[src/rtl/counter_sequencer.sv]
// counter_sequencer: command-driven 8-bit counter with a programmable
// prescaler, compare match, wrap detection and an optional one-shot mode.
// Commands arrive on a valid/ready handshake, are latched on acceptance and
// executed on the following clock edge, so at most one command is accepted
// every two cycles.
//
// Optional feature: define COUNTER_SEQ_DIR_EN to enable down counting,
// selected by SET_MODE operand bit 1. Without the macro the counter only
// counts up and no down-count logic exists.

module counter_sequencer #(
   parameter int PRESCALE_W = 8
) (
   input  logic                  clk,
   input  logic                  rst,
   input  logic                  cmd_valid,
   output logic                  cmd_ready,
   input  logic [2:0]            cmd_op,
   input  logic [15:0]           cmd_data,
   output logic [7:0]            cnt,
   output logic                  match,
   output logic                  wrap,
   output logic                  running
);

   typedef enum logic [1:0] {
      IDLE = 2'd0,
      RUN  = 2'd1,
      DONE = 2'd2
   } state_t;

   typedef enum logic [2:0] {
      OP_NOP          = 3'd0,
      OP_START        = 3'd1,
      OP_STOP         = 3'd2,
      OP_LOAD         = 3'd3,
      OP_SET_PRESCALE = 3'd4,
      OP_SET_COMPARE  = 3'd5,
      OP_SET_MODE     = 3'd6,
      OP_CLEAR        = 3'd7
   } op_t;

   state_t                state_q;
   logic [7:0]            cnt_q;
   logic [PRESCALE_W-1:0] pre_q;
   logic [PRESCALE_W-1:0] prescale_q;
   logic [7:0]            compare_q;
   logic                  oneShot_q;
`ifdef COUNTER_SEQ_DIR_EN
   logic                  countDown_q;
`endif
   logic                  pendValid_q;
   op_t                   pendOp_q;
   logic [15:0]           pendData_q;
   logic                  ready_q;
   logic                  match_q;
   logic                  wrap_q;

   logic                  tick;
   logic [7:0]            cntNext_d;
   logic                  wrapHit;
   logic                  cmdExec;
   logic                  unusedData;

   // Only part of the operand is meaningful for any opcode; the rest is
   // deliberately ignored.
   assign unusedData = ^pendData_q;

   // Tick and next count value; a non-NOP command executing on this edge
   // takes priority over the tick, so the tick path is bypassed then.
   always_comb begin
      tick    = (state_q == RUN) && (pre_q == prescale_q);
      cmdExec = pendValid_q && (pendOp_q != OP_NOP);
`ifdef COUNTER_SEQ_DIR_EN
      cntNext_d = countDown_q ? (cnt_q - 8'd1) : (cnt_q + 8'd1);
      wrapHit   = countDown_q ? (cnt_q == 8'h00) : (cnt_q == 8'hFF);
`else
      cntNext_d = cnt_q + 8'd1;
      wrapHit   = (cnt_q == 8'hFF);
`endif
   end

   // Command handshake, command execution, prescaler and counter update.
   always_ff @(posedge clk) begin
      if (rst) begin
         state_q     <= IDLE;
         cnt_q       <= 8'h00;
         pre_q       <= '0;
         prescale_q  <= '0;
         compare_q   <= 8'hFF;
         oneShot_q   <= 1'b0;
`ifdef COUNTER_SEQ_DIR_EN
         countDown_q <= 1'b0;
`endif
         pendValid_q <= 1'b0;
         pendOp_q    <= OP_NOP;
         pendData_q  <= 16'h0000;
         ready_q     <= 1'b1;
         match_q     <= 1'b0;
         wrap_q      <= 1'b0;
      end else begin
         match_q <= 1'b0;
         wrap_q  <= 1'b0;

         if (cmd_valid && ready_q) begin
            pendValid_q <= 1'b1;
            pendOp_q    <= op_t'(cmd_op);
            pendData_q  <= cmd_data;
            ready_q     <= 1'b0;
         end else begin
            pendValid_q <= 1'b0;
            ready_q     <= 1'b1;
         end

         if (state_q == RUN) begin
            pre_q <= tick ? '0 : pre_q + PRESCALE_W'(1);
         end else begin
            pre_q <= '0;
         end

         if (cmdExec) begin
            case (pendOp_q)
               OP_START: begin
                  state_q <= RUN;
                  pre_q   <= '0;
               end
               OP_STOP: begin
                  state_q <= IDLE;
                  pre_q   <= '0;
               end
               OP_LOAD: begin
                  cnt_q <= pendData_q[7:0];
                  pre_q <= '0;
               end
               OP_SET_PRESCALE: begin
                  prescale_q <= pendData_q[PRESCALE_W-1:0];
                  pre_q      <= '0;
               end
               OP_SET_COMPARE: begin
                  compare_q <= pendData_q[7:0];
                  pre_q     <= '0;
               end
               OP_SET_MODE: begin
                  oneShot_q   <= pendData_q[0];
`ifdef COUNTER_SEQ_DIR_EN
                  countDown_q <= pendData_q[1];
`endif
               end
               OP_CLEAR: begin
                  cnt_q <= 8'h00;
                  pre_q <= '0;
               end
               default: begin
               end
            endcase
         end else if (tick) begin
            cnt_q  <= cntNext_d;
            wrap_q <= wrapHit;
            if (cntNext_d == compare_q) begin
               match_q <= 1'b1;
               if (oneShot_q) begin
                  state_q <= DONE;
               end
            end
         end
      end
   end

   assign cmd_ready = ready_q;
   assign cnt       = cnt_q;
   assign match     = match_q;
   assign wrap      = wrap_q;
   assign running   = (state_q == RUN);

endmodule
[config.mk]
export PLATFORM = sky130hd
export DESIGN_NAME = counter_sequencer
export DESIGN_NICKNAME = d
export VERILOG_FILES = /design/src/rtl/counter_sequencer.sv
export SDC_FILE = /design/constraint.sdc
export NUM_CORES = 1
export LEC_CHECK = 0
export ABC_AREA = 1
export ABC_CLOCK_PERIOD_IN_PS = 1800
export BUFFER_PORTS_ARGS = -buffer_cell sky130_fd_sc_hd__buf_2
export CAP_MARGIN = 15
export CORE_MARGIN = 1.5
export CORE_UTILIZATION = 56
export DETAILED_ROUTE_END_ITERATION = 8
export HOLD_SLACK_MARGIN = 0.12
export PLACE_DENSITY = 0.89
export SETUP_SLACK_MARGIN = 0.1
export SYNTH_ARGS = -nofsm -noshare
export SYNTH_HDL_FRONTEND = slang
export SYNTH_SLANG_ARGS = --single-unit
[constraint.sdc]
create_clock -name clk -period 1.8 [get_ports clk]
set_input_delay 0.36 -clock clk [delete_from_list [all_inputs] [get_ports clk]]
set_output_delay 0.36 -clock clk [all_outputs]
set_load 0.01 [all_outputs]
==> impl_metrics.json, run 1 <==
{
  "dieArea_um2": 4550,
  "ioPinCount": 34,
  "wl_mm": 5.29,
  "path_delay_family": "simple AND/OR/NAND/NOR gates",
  "drt_iter0_drc": 199,
  "syn_nets": 342,
  "area_growth_syn_to_layout_pct": 14.1,
  "slew_headroom_pct": 72.0,
  "grt_pass1_wl_mm": 8.29,
  "worst-path-stages": 9,
  "hold_class": "in -> reg",
  "cp.arrival_ns": 1.80,
  "p_leak_nw": 1.13,
  "r2r_start": "cnt[1]",
  "grt_pass1_vias": 1825,
  "htreeDepth": 2,
  "final.period_utilization_pct": 89.2,
  "crit_slowest_cell": "dfxtp_4",
  "cts_hold_buf": 0,
  "startpoint": "cnt[1]",
  "tns_ns": 0,
  "grt_antenna_before_repair": 0,
  "drt_first_pass_iters": 4,
  "yosysSeqAreaShare_pct": 43.1,
  "ir_drop_uv": 446,
  "r2r_setup_slack_ns": 0.19,
  "cts_tree": "built",
  "worstMarginPinSlew_ns": 0.420,
  "post-cts-setup-buffers": 0,
  "syn_area_um2": 2320,
  "crit_chain": "ha_4 -> xnor2_2 -> nand2_1 -> nor2_1 -> nand3_1 -> nor2_2 -> nand4_1 -> nand2_1 -> a21oi_1",
  "rsz0062_at_grt": "true",
  "layout-drive-gt1-share_pct": 17.8,
  "yosysWarnings": 0,
  "synth_ff_type": "dfxtp_1",
  "synth-seq-cells": 50,
  "design.core.area_um2": 4000,
  "synthTopCellsByArea": "dfxtp_1 (43%), nand2_1 (12%), inv_1 (6.8%)",
  "outcome": "finished, final reports clean",
  "final_common_cell": "nand2_1",
  "dr_total_vias": 2123,
  "grt_overflow": 0,
  "grt_max_degree": 16,
  "fin_worst_skew_ns": 0.00799,
  "ant_nets": 0,
  "r2r-end": "state_q[0]",
  "synth_top_area_cell": "dfxtp_1",
  "crit_buf_inv": 0,
  "power.density_nw_per_um2": 764,
  "min_period_ns": 1.61,
  "grt_usage_pct": 24.7,
  "synthArstFlopShare_pct": 0,
  "wire_per_inst_um": 13.3,
  "setup_viol": 0,
  "synth-edff-count": 0,
  "cts.sinks": 50,
  "postSynthCellCount": 318,
  "timing.critical_path.to_type": "flop",
  "route.detailed.drc": 0,
  "endpoint": "state_q[0]",
  "cts_buffers": 5,
  "reg2reg_depth": 9,
  "place_congestion": 0.905,
  "critPathLaunchType": "flop",
  "cts.path.max_buffers": 2,
  "crit_path_max_fanout": 4,
  "port_buffers": 25,
  "setup_slack_ns": 0.194,
  "drv_cap": 0,
  "final_util_pct": 66.3,
  "cp.required_ns": 1.99,
  "path_class": "reg -> reg",
  "syn-mean-instance-area_um2": 7.31,
  "power_w": 0.00203,
  "clkTransAtPathRegs_ns": 0.09,
  "place_ws_ns": 0.139,
  "final_cell_mix": "nand2_1 (76), dfxtp_1 (44), inv_1 (42)",
  "root_buffer": "clkbuf_8",
  "die_h_um": 67.4,
  "die_x_um": 67.4,
  "initial_core_util_pct": 58.1,
  "antenna_cells": 0,
  "n_fill_cell": 347,
  "clock.fmax_mhz": 623,
  "cpMostUsedCell": "nand2_1",
  "hpwl_mm": 3.78,
  "synth_top_area_share_pct": 43.1,
  "slew_violations": 0,
  "max_stage_delay_ns": 0.37,
  "worstSkewPairLatency_ns": 0.30,
  "nets": 371,
  "drt-vias-per-instance": 5.33,
  "post_cts_resized": 3,
  "hold_viol": 0,
  "synth_cell_types": 31,
  "num_rows": 23
}
## state kept, by name, indices dropped and copies added (netlist names)
register	flops
cmd_ready	1
wrap	1
pendData_q	8
cnt	8
pre_q	8
prescale_q	8
pendValid_q	1
oneShot_q	1
state_q	2
match	1
pendOp_q	3
compare_q	8
## worst min path at each step
stage / startpoint / end / slack (ns) / depth (start not counted)
after floorplan: state_q[1] / state_q[1] / 0.43 / 2
after global placement: state_q[1] / state_q[1] / 0.44 / 2
after detailed placement: state_q[1] / state_q[1] / 0.46 / 2
after CTS: cmd_op[1] / pendOp_q[1] / 0.24 / 3
after global routing: cmd_op[2] / pendOp_q[2] / 0.26 / 3
final: cmd_op[1] / pendOp_q[1] / 0.25 / 3
## stage by stage
| step | hold WS [ns] | area [µm²] | instances |
|---|---|---|---|
| 2_1_floorplan | 0.431 | 2320 | 318 |
| 3_5_place_dp | 0.456 | 2510 | 390 |
| 6_report | 0.250 | 2650 | 398 |
| 4_1_cts | 0.245 | 2610 | 398 |
| 5_1_grt | 0.260 | 2650 | 398 |
| 3_3_place_gp | 0.439 | 2510 | 390 |
## layout make-up
cell class	instances	area [µm²]	area share, %
Sequential cell	50	1010	38.1
Clock buffer	6	82.6	3.11
Inverter	43	164	6.18
Tap cell	50	62.6	2.36
Multi-Input combinational cell	216	1150	43.3
Clock inverter	2	12.5	0.472
Timing Repair Buffer	31	170	6.42
## synth_stat cells (3+ instances only)
| cell type | n |
|---|---|
| nand3b_1 | 3 |
| xnor2_1 | 5 |
| o21ai_1 | 3 |
| nor3_1 | 3 |
| nand3_1 | 20 |
| a31oi_1 | 3 |
| xor2_1 | 5 |
| clkbuf_1 | 6 |
| nand2_1 | 76 |
| inv_1 | 42 |
| nor2_1 | 25 |
| dfxtp_1 | 50 |
| o211ai_1 | 8 |
| o21ai_0 | 23 |
| o22ai_1 | 5 |
| a21oi_1 | 20 |
## report_power, final
group	internal (W)	switching (W)	leakage (nW)	total (W)
Sequential	0.00114	0.0000268	0.409	0.00116
Clock	0.000309	0.000363	0.0472	0.000672
Combinational	0.0000710	0.000121	0.675	0.000192
Total	0.00152	0.000511	1.13	0.00203
## per-layer routing
metal	wire length, µm	up-vias	GRT usage, %
met5	0	-	0
met4	80	0	8.16
met3	314	10	5.17
met2	2540	64	41.7
met1	2360	958	31.5
li1	-	1091	-
## logic make-up after synthesis
group	Yosys count	synth area share, %
and+or+nand+nor	137	25.6
DFF	50	43.1
buffers and inverters	52	9.15
adders and majority gates	2	1.08
xor gates and xnor gates	11	4.74
AOI/OAI and AO/OA	66	16.4
## worst min-delay path, cell delays in order
cell and delay [ns]:
buf_2 0.07, nand2_1 0.04, o21ai_0 0.05
(Power assumes the default switching activity.)
==> run 2, diff against run 1 <==
--- a/config.mk
+++ b/config.mk
@@ -14,7 +14,9 @@
 export DETAILED_ROUTE_END_ITERATION = 8
 export HOLD_SLACK_MARGIN = 0.12
 export PLACE_DENSITY = 0.89
+export RECOVER_POWER = 50
 export SETUP_SLACK_MARGIN = 0.1
+export SLEW_MARGIN = 20
 export SYNTH_ARGS = -nofsm -noshare
 export SYNTH_HDL_FRONTEND = slang
 export SYNTH_SLANG_ARGS = --single-unit
==> impl_metrics.json, run 2 (synthesis results as in run 1) <==
{
  "hpwl_mm": 3.78,
  "path_class": "reg -> reg",
  "grt_max_degree": 16,
  "drt-vias-per-instance": 5.33,
  "htreeDepth": 2,
  "whs_path_depth": 3,
  "dp_cells": 390,
  "nets": 371,
  "place_congestion": 0.905,
  "grt_pass1_wl_mm": 8.29,
  "max_stage_delay_ns": 0.44,
  "hp-start": "cmd_op[1]",
  "grt_antenna_before_repair": 0,
  "tns_ns": 0,
  "dieArea_um2": 4550,
  "final_util_pct": 65.7,
  "cts.sinks": 50,
  "outcome": "finished, final reports clean",
  "cp.arrival_ns": 1.88,
  "antenna_cells": 0,
  "clock.fmax_mhz": 605,
  "power_frac_seq_pct": 57.4,
  "worstSkewPairLatency_ns": 0.30,
  "cts.path.max_buffers": 2,
  "cts_tree": "built",
  "num_rows": 23,
  "p_sw_w": 0.000511,
  "power.density_nw_per_um2": 771,
  "hold_viol": 0,
  "clkTransAtPathRegs_ns": 0.09,
  "hold_class": "in -> reg",
  "die_h_um": 67.4,
  "pwr-share-comb_pct": 9.4,
  "drt_first_pass_iters": 4,
  "reg2reg_depth": 6,
  "initial_core_util_pct": 58.1,
  "finalNonFillerCells": 398,
  "wl_mm": 5.33,
  "worstMarginPinSlew_ns": 0.456,
  "clockPowerShare_pct": 33.3,
  "dr_total_vias": 2122,
  "cts_buffers": 5,
  "root_buffer": "clkbuf_8",
  "crit_chain": "nor2_1 -> a21oi_4 -> inv_4 -> a21oi_2 -> or3_4 -> nor3b_2",
  "die_x_um": 67.4,
  "power_w": 0.00203,
  "crit_path_max_fanout": 8,
  "slew_headroom_pct": 69.6,
  "post-cts-setup-buffers": 0,
  "wire_per_inst_um": 13.4,
  "slew_violations": 0,
  "area_growth_syn_to_layout_pct": 13.0,
  "setup_viol": 0,
  "hold_path_end": "pendOp_q[1]",
  "final_common_cell": "nand2_1",
  "internal-power_w": 0.00151,
  "sw_frac_of_total_pct": 25.2,
  "r2r_start": "pendOp_q[0]",
  "route.detailed.drc": 0,
  "rsz0062_at_grt": "true",
  "grt_overflow": 0,
  "final.period_utilization_pct": 91.8,
  "ant_nets": 0,
  "cp.required_ns": 2.03,
  "drt_iter0_drc": 172,
  "layout-drive-gt1-share_pct": 14.1,
  "ioPinCount": 34,
  "r2r_setup_slack_ns": 0.15,
  "grt_pass1_vias": 1825,
  "timing.critical_path.to_type": "flop",
  "design.core.area_um2": 4000,
  "critPathLaunchType": "flop",
  "crit_slowest_cell": "or3_4",
  "min_period_ns": 1.65,
  "p_leak_nw": 1.09,
  "final_cell_mix": "nand2_1 (76), dfxtp_1 (46), inv_1 (42)",
  "port_buffers": 25,
  "drv_cap": 0,
  "ir_drop_uv": 446,
  "fin_worst_skew_ns": 0.00798,
  "r2r-end": "pre_q[5]",
  "grt_usage_pct": 24.7
}
run 2: cell count changes in the layout (fill, tap and decap cells not counted):
cell and delta:
buf_2 -7, buf_4 -2, clkbuf_1 +9, dfxtp_1 +2
dfxtp_2 -2, nor2_1 +1, nor2_2 -1, nor3_1 +1
nor3_2 -1
run 2: how the worst max path moves through the flow:
stage,startpoint,to,cells after the start,slack [ns]
2_1_floorplan,cnt[0],state_q[0],10,0.25
3_3_place_gp,cnt[1],state_q[0],10,0.22
3_5_place_dp,cnt[1],state_q[0],10,0.14
4_1_cts,cnt[1],state_q[0],9,0.10
5_1_grt,cnt[3],state_q[0],9,0.04
6_report,pendOp_q[0],pre_q[5],6,0.15
run 2: final cells by class:
type                       instances  area (µm²)
clock buffer                       6        82.6
timing repair buffer              31         154
fill                             357        1370
inverter                          43         164
tap                               50        62.6
sequential                        50        1010
clock inverter                     2        12.5
multi-input combinational        216        1140
run 2: layer usage:
| metal | GRT usage [%] | part of all wire (%) | wire [µm] | up-vias |
|---|---|---|---|---|
| met5 | 0 | 0 | 0 | - |
| met4 | 8.16 | 1.5 | 80 | 0 |
| met3 | 5.17 | 6.6 | 351 | 10 |
| met2 | 41.7 | 48 | 2570 | 59 |
| met1 | 31.5 | 44 | 2330 | 963 |
| li1 | - | - | - | 1090 |
run 2: timing repair:
action,in CTS,in global routing
gates resized for setup,3,12
hold buffers,0,0
endpoints found under the setup margin,2,8
pin swaps,0,0
run 2: stage by stage:
stage                     instance area, µm²  hold slack [ns]  setup WS (ns)
after global routing                    2630            0.260         0.0428
after global placement                  2510            0.439          0.224
after CTS                               2610            0.245          0.105
final                                   2630            0.250          0.148
after detailed placement                2510            0.456          0.139
after floorplan                         2320            0.431          0.255
run 2: worst max-delay path, delay by kind of cell (launching register included):
family | cells | cell delay, ns
buf+inv | 1 | 0.13
simple gates | 3 | 0.88
compound gates | 2 | 0.21
flops | 1 | 0.36
run 2: power by group through the flow:
| stage | clock network, W | registers, W | logic (W) |
|---|---|---|---|
| 2_1_floorplan | 0 | 0.00119 | 0.000119 |
| 3_5_place_dp | 0 | 0.00119 | 0.000180 |
| 6_report | 0.000674 | 0.00116 | 0.000190 |
| 3_3_place_gp | 0 | 0.00119 | 0.000174 |
| 5_1_grt | 0.000727 | 0.00117 | 0.000209 |
| 4_1_cts | 0.000680 | 0.00116 | 0.000184 |
